===== src/rtl/asu_riscv_mult_seq.sv =====
// ----------------------------------------------------------------------------
// asu_riscv_mult_seq
//
// Issue/retire sequencer for the RV32M multiply unit. It takes MUL, MULH,
// MULHSU and MULHU requests from the execute stage, registers the operands,
// and drives the external multiplier datapath for exactly as many cycles as
// the operation needs: one for MUL, two for the high-half ops. It captures
// the result and hands it to writeback with its destination tag.
//
// Build option:
//   ASU_MULT_ZERO_SKIP_EN - when defined, a request with a zero operand skips
//                           the multiplier. It goes straight to the response
//                           with data 0, so the latency is one cycle for every
//                           funct3.
//
// Ports:
//   clk, nrst           clock; asynchronous active-low reset
//   req_valid_i/ready_o request handshake
//   funct3_i            000 MUL, 001 MULH, 010 MULHSU, 011 MULHU (1xx -> MUL)
//   rs1_i, rs2_i, rd_i  operands and destination tag
//   flush_i             abort any in-flight op, including a pending response
//   rsp_valid_o/ready_i response handshake
//   rsp_data_o, rsp_rd_o result and destination tag
//   mul_operator_o      to multiplier: 00 MUL, 01 MULH, 10 MULHSU, 11 MULHU
//   mul_signed_mode_o   bit0 = rs1 signed, bit1 = rs2 signed
//   mul_op_a_o/_b_o     operands to multiplier
//   mul_result_i        result from multiplier
//
// Handshakes: a transfer happens on a rising edge where valid and ready are
// both high. Once raised, rsp_valid_o stays high with stable data and tag
// until it is taken or flushed. req_ready_o depends on rsp_ready_i and
// flush_i but never on req_valid_i.
// ----------------------------------------------------------------------------
module asu_riscv_mult_seq #(
    parameter int XLEN = 32
) (
    input  logic            clk,
    input  logic            nrst,
    input  logic            req_valid_i,
    output logic            req_ready_o,
    input  logic [2:0]      funct3_i,
    input  logic [XLEN-1:0] rs1_i,
    input  logic [XLEN-1:0] rs2_i,
    input  logic [4:0]      rd_i,
    input  logic            flush_i,
    output logic            rsp_valid_o,
    input  logic            rsp_ready_i,
    output logic [XLEN-1:0] rsp_data_o,
    output logic [4:0]      rsp_rd_o,
    output logic [1:0]      mul_operator_o,
    output logic [1:0]      mul_signed_mode_o,
    output logic [XLEN-1:0] mul_op_a_o,
    output logic [XLEN-1:0] mul_op_b_o,
    input  logic [XLEN-1:0] mul_result_i
);

    typedef enum logic [1:0] {
        S_IDLE = 2'd0,
        S_EX1  = 2'd1,
        S_EX2  = 2'd2,
        S_RESP = 2'd3
    } state_e;

    state_e          state_q, state_d;
    logic [XLEN-1:0] rs1_q, rs2_q;
    logic [2:0]      f3_q;
    logic [4:0]      rd_q;
    logic [XLEN-1:0] rsp_data_q;
    logic [4:0]      rsp_rd_q;

    logic            accept;
    logic            zero_skip;
    logic            capture;
    logic            in_ex;
    logic [1:0]      op_dec;
    logic [1:0]      sm_dec;

    // A new request can be taken when idle, or in the same cycle the pending
    // response leaves. A flush always blocks acceptance.
    assign req_ready_o = !flush_i &&
                         ((state_q == S_IDLE) || ((state_q == S_RESP) && rsp_ready_i));
    assign accept      = req_valid_i && req_ready_o;

`ifdef ASU_MULT_ZERO_SKIP_EN
    assign zero_skip = accept && ((rs1_i == '0) || (rs2_i == '0));
`else
    assign zero_skip = 1'b0;
`endif

    // Illegal funct3 (bit2 set) runs as a plain MUL.
    always_comb begin
        op_dec = f3_q[2] ? 2'b00 : f3_q[1:0];
        case (op_dec)
            2'b01:   sm_dec = 2'b11;   // MULH
            2'b10:   sm_dec = 2'b01;   // MULHSU
            default: sm_dec = 2'b00;   // MUL, MULHU
        endcase
    end

    // The multiplier sees zeros outside EX so that its internal step state
    // always falls back to 0, even after a flush cuts an op short.
    assign in_ex             = (state_q == S_EX1) || (state_q == S_EX2);
    assign mul_operator_o    = in_ex ? op_dec : 2'b00;
    assign mul_signed_mode_o = in_ex ? sm_dec : 2'b00;
    assign mul_op_a_o        = in_ex ? rs1_q  : '0;
    assign mul_op_b_o        = in_ex ? rs2_q  : '0;

    always_comb begin
        state_d = state_q;
        capture = 1'b0;
        case (state_q)
            S_IDLE: begin
                if (accept) state_d = zero_skip ? S_RESP : S_EX1;
            end
            S_EX1: begin
                if (op_dec == 2'b00) begin
                    state_d = S_RESP;
                    capture = 1'b1;
                end else begin
                    state_d = S_EX2;
                end
            end
            S_EX2: begin
                state_d = S_RESP;
                capture = 1'b1;
            end
            S_RESP: begin
                if (rsp_ready_i) begin
                    if (accept) state_d = zero_skip ? S_RESP : S_EX1;
                    else        state_d = S_IDLE;
                end
            end
            default: state_d = S_IDLE;
        endcase
        // Flush wins over everything and drops the result.
        if (flush_i) begin
            state_d = S_IDLE;
            capture = 1'b0;
        end
    end

    always_ff @(posedge clk or negedge nrst) begin
        if (!nrst) begin
            state_q <= S_IDLE;
        end else begin
            state_q <= state_d;
        end
    end

    always_ff @(posedge clk or negedge nrst) begin
        if (!nrst) begin
            rs1_q <= '0;
            rs2_q <= '0;
            f3_q  <= 3'b000;
            rd_q  <= 5'd0;
        end else if (accept) begin
            rs1_q <= rs1_i;
            rs2_q <= rs2_i;
            f3_q  <= funct3_i;
            rd_q  <= rd_i;
        end
    end

    always_ff @(posedge clk or negedge nrst) begin
        if (!nrst) begin
            rsp_data_q <= '0;
            rsp_rd_q   <= 5'd0;
        end else if (capture) begin
            rsp_data_q <= mul_result_i;
            rsp_rd_q   <= rd_q;
        end else if (zero_skip) begin
            rsp_data_q <= '0;
            rsp_rd_q   <= rd_i;
        end
    end

    assign rsp_valid_o = (state_q == S_RESP);
    assign rsp_data_o  = rsp_data_q;
    assign rsp_rd_o    = rsp_rd_q;

endmodule


===== config.mk =====
export PLATFORM = sky130hd
export DESIGN_NAME = asu_riscv_mult_seq
export DESIGN_NICKNAME = d
export VERILOG_FILES = /design/src/rtl/asu_riscv_mult_seq.sv
export SDC_FILE = /design/constraint.sdc
export NUM_CORES = 1
export LEC_CHECK = 0
export ABC_CLOCK_PERIOD_IN_PS = 1750
export BUFFER_PORTS_ARGS = -buffer_cell sky130_fd_sc_hd__buf_4
export CAP_MARGIN = 40
export CELL_PAD_IN_SITES_DETAIL_PLACEMENT = 0
export CELL_PAD_IN_SITES_GLOBAL_PLACEMENT = 1
export CORE_MARGIN = 3
export CORE_UTILIZATION = 33
export DETAILED_ROUTE_END_ITERATION = 16
export MAX_ROUTING_LAYER = met4
export PLACE_DENSITY_LB_ADDON = 0.1
export SYNTH_ARGS = -nofsm -noshare
export SYNTH_HDL_FRONTEND = slang
export SYNTH_SLANG_ARGS = --single-unit

===== constraint.sdc =====
create_clock -name clk -period 1.75 [get_ports clk]
set_input_delay 0.0875 -clock clk [delete_from_list [all_inputs] [get_ports clk]]
set_output_delay 0.0875 -clock clk [all_outputs]
set_load 0.03 [all_outputs]

==> results.tsv <==
metric	value	unit
status	finished with violations	
failing checks	negative setup slack	
fmax	0.546	GHz
hold depth	4	
DRT antenna net count	0	
worst slack, placed	-0.0421	ns
setup ws final	-0.0832	ns
Congestion Overflow GR	0	
crit-path max cell delay	0.42	ns
FFs w/ async S/R, synth	100	%
number of clock sinks	111	
Slowest cell on crit path	dfrtp_1	
first-pass GRT wire length	22.5	mm
pin count of the biggest net entering global routing	60	
cell mode on critical path	inv_2	
Area contributors post-synth	dfrtp_1, mux2_2, and2_1	
Starting Density	33.9	%
vias in the first global route	4315	
final setup violation count	175	
H-Tree Depth	3	
Ys Warns	0	
reg2reg end	rsp_data_o[29]	
Mapped Nets	447	
CP delay by family, top	buffers and inverters	
HP Class	input port to flop	
Slew Limit Fails	0	
die width	126	um
Core Box Area	14000	um2
post-synth top area share	58.6	%
vias per std cell	4.55	
setup TNS	-7.71	ns
Max-slew headroom	67.6	%
Netlist cell types	19	
Worst Setup End Kind	flop	
DP HPWL	8.35	mm
initial antenna violation count	0	
CTS buffer count	9	
P&R area growth vs syn	99.5	%
Critical Path AT	2.07	ns
cell leakage power	4.54	nW
reg-to-reg slack, setup	-0.08	ns
area leader, netlist	dfrtp_1	
placer congestion estimate	0.712	
FF-to-FF Start	state_q[0]	
Power Dens Cells	2110	nW/um2
Hold Startpoint	rsp_ready_i	
Total Die Area	15800	um2
max-cap violation count	0	
CTS tree	done	
clock skew	0.0107	ns
sequential share of the synthesized area	58.6	%
I/O Buffers	215	
worst reg2reg path depth	7	
unrepaired setup endpoints after global routing	yes	
Min-Delay Endpoint	state_q[0]	
Worst Tran Pin Value	0.485	ns
Post-synth top cells	dfrtp_1, mux2_2, and2_1	
met1 Usage GRT	23.2	%
Yosys reg bits	111	
CTS root buf	clkbuf_16	
maximum VDD drop	1120	uV
Buf/Inv on CP	4	
gr busiest metal	met2	
Clock transition at path regs	0.07	ns
post-route minimum period	1.83	ns
met3 Use GR	4.45	%
dominant synthesized flop cell	dfrtp_1	
drt first pass iters	4	
CTS Buffer Depth	2	
critical-path maximum fanout	4	
cells after synthesis	332	
# diodes	0	
synthesized area	4740	um2
Critical Path RT	1.99	ns
crit path kind	flop to flop	
share of cells above drive strength 1	65.1	%
via count	3987	
gr usage total	18.5	%
Post-Layout Cell Count	877	
worst-path cell chain	inv_2 > ha_4 > inv_2 > nor3_4 > buf_6 > clkbuf_16 > mux2_2	
# rows	43	
IO Count	216	
Fin. Hold Viols	0	
met2 GRT Util	30.4	%
drt total wl	16.1	mm
nature of the critical path startpoint	flop	
Post-Syn Area per Cell	14.3	um2
worst skew pair latency	0.36	ns
most frequent cell after synthesis	dfrtp_1	
DR WL/cell	18.3	um
crit share post-route	105	%
DRC	0	
DIE HEIGHT	126	um
# placed instances	720	
drt initial violations	153	
Final nets	807	
number of flops mapped to enable cells by yosys	0	
-- where the power goes --
part	switching [mW]	total [mW]	internal, mW	leakage (nW)
sequential	0.724	4.59	3.87	1.33
clock	0.933	2.46	1.52	0.179
combinational	5.92	12.9	7.02	3.03
total	7.57	20.0	12.4	4.54
-- logic make-up (layout without fill, tap and decap cells) --
group	after synthesis	after routing	share of synthesized area, %
mux	109	109	25.9
simple gates	77	77	10.2
buf+inv	22	387	2.80
compound gates	7	7	0.897
fa+ha+maj	6	6	1.58
flops	111	111	58.6
-- layout make-up --
type                            instances  area [um2]
Fill cell                            1025        4530
Clock buffer                           12         267
Sequential cell                       111        2780
Timing Repair Buffer                  367        3760
Tap cell                              180         225
Multi-Input combinational cell        199        2320
Inverter                                4        15.0
Clock inverter                          4        98.8
-- metal layers --
metal	wire (um)	part of all wire, %
met4	204	1.3
met2	7910	49
met5	0	0
met1	7150	45
met3	791	4.9
-- sequential cells by signal, summed over array words and instances (netlist names) --
register    count
f3_q            3
rd_q            5
rs1_q          32
rs2_q          32
rsp_data_o     32
rsp_rd_o        5
state_q         2
-- worst max path at each step --
stage,to,cells past startpoint,slack [ns],startpoint
after floorplan,rsp_data_o[10],6,-0.05,state_q[0]
after global placement,rsp_data_o[30],6,0.005,f3_q[2]
after detailed placement,rs2_q[25],7,-0.04,state_q[1]
after CTS,rs2_q[25],7,-0.08,state_q[0]
after global routing,rsp_data_o[18],7,-0.16,state_q[0]
final,rsp_data_o[29],7,-0.08,state_q[0]
-- worst min-delay path, stage by stage --
cell      delay, ns
buf_4          0.11
nand2b_1       0.06
a21oi_1        0.14
a211oi_1       0.08
-- placed cells by master, fill, tap and decap left out, types with 4 or more instances in the layout --
master and count:
and2_4 58, buf_12 6, mux2_2 32, buf_8 4
buf_16 8, ha_1 4, mux2_4 77, clkbuf_16 20
and2_1 8, buf_4 157, dlygate4sd3_1 106, nand2b_1 5
buf_6 75, dfrtp_1 111
-- stage by stage --
| step | power (mW) | hold WS [ns] | area [um2] | utilization [%] |
|---|---|---|---|---|
| final | 20.0 | 0.167 | 9460 | 67.6 |
| after global routing | 20.9 | 0.186 | 9460 | 67.6 |
| after CTS | 18.1 | 0.132 | 8670 | 62.0 |
| after detailed placement | 13.0 | 0.0773 | 6620 | 47.3 |
| after global placement | 12.9 | 0.0785 | 6620 | 47.3 |
| after floorplan | 9.89 | -0.208 | 4760 | - |
-- repair_timing --
action                                 CTS  global route
pin swaps                               15            33
setup endpoints to repair              169           175
cloned                                   7            16
resized for setup                      115           124
hold buffers                           106             0
endpoints found under the hold margin  138             0
setup buffers                            9             3
Power figures use the tool's default switching activity.
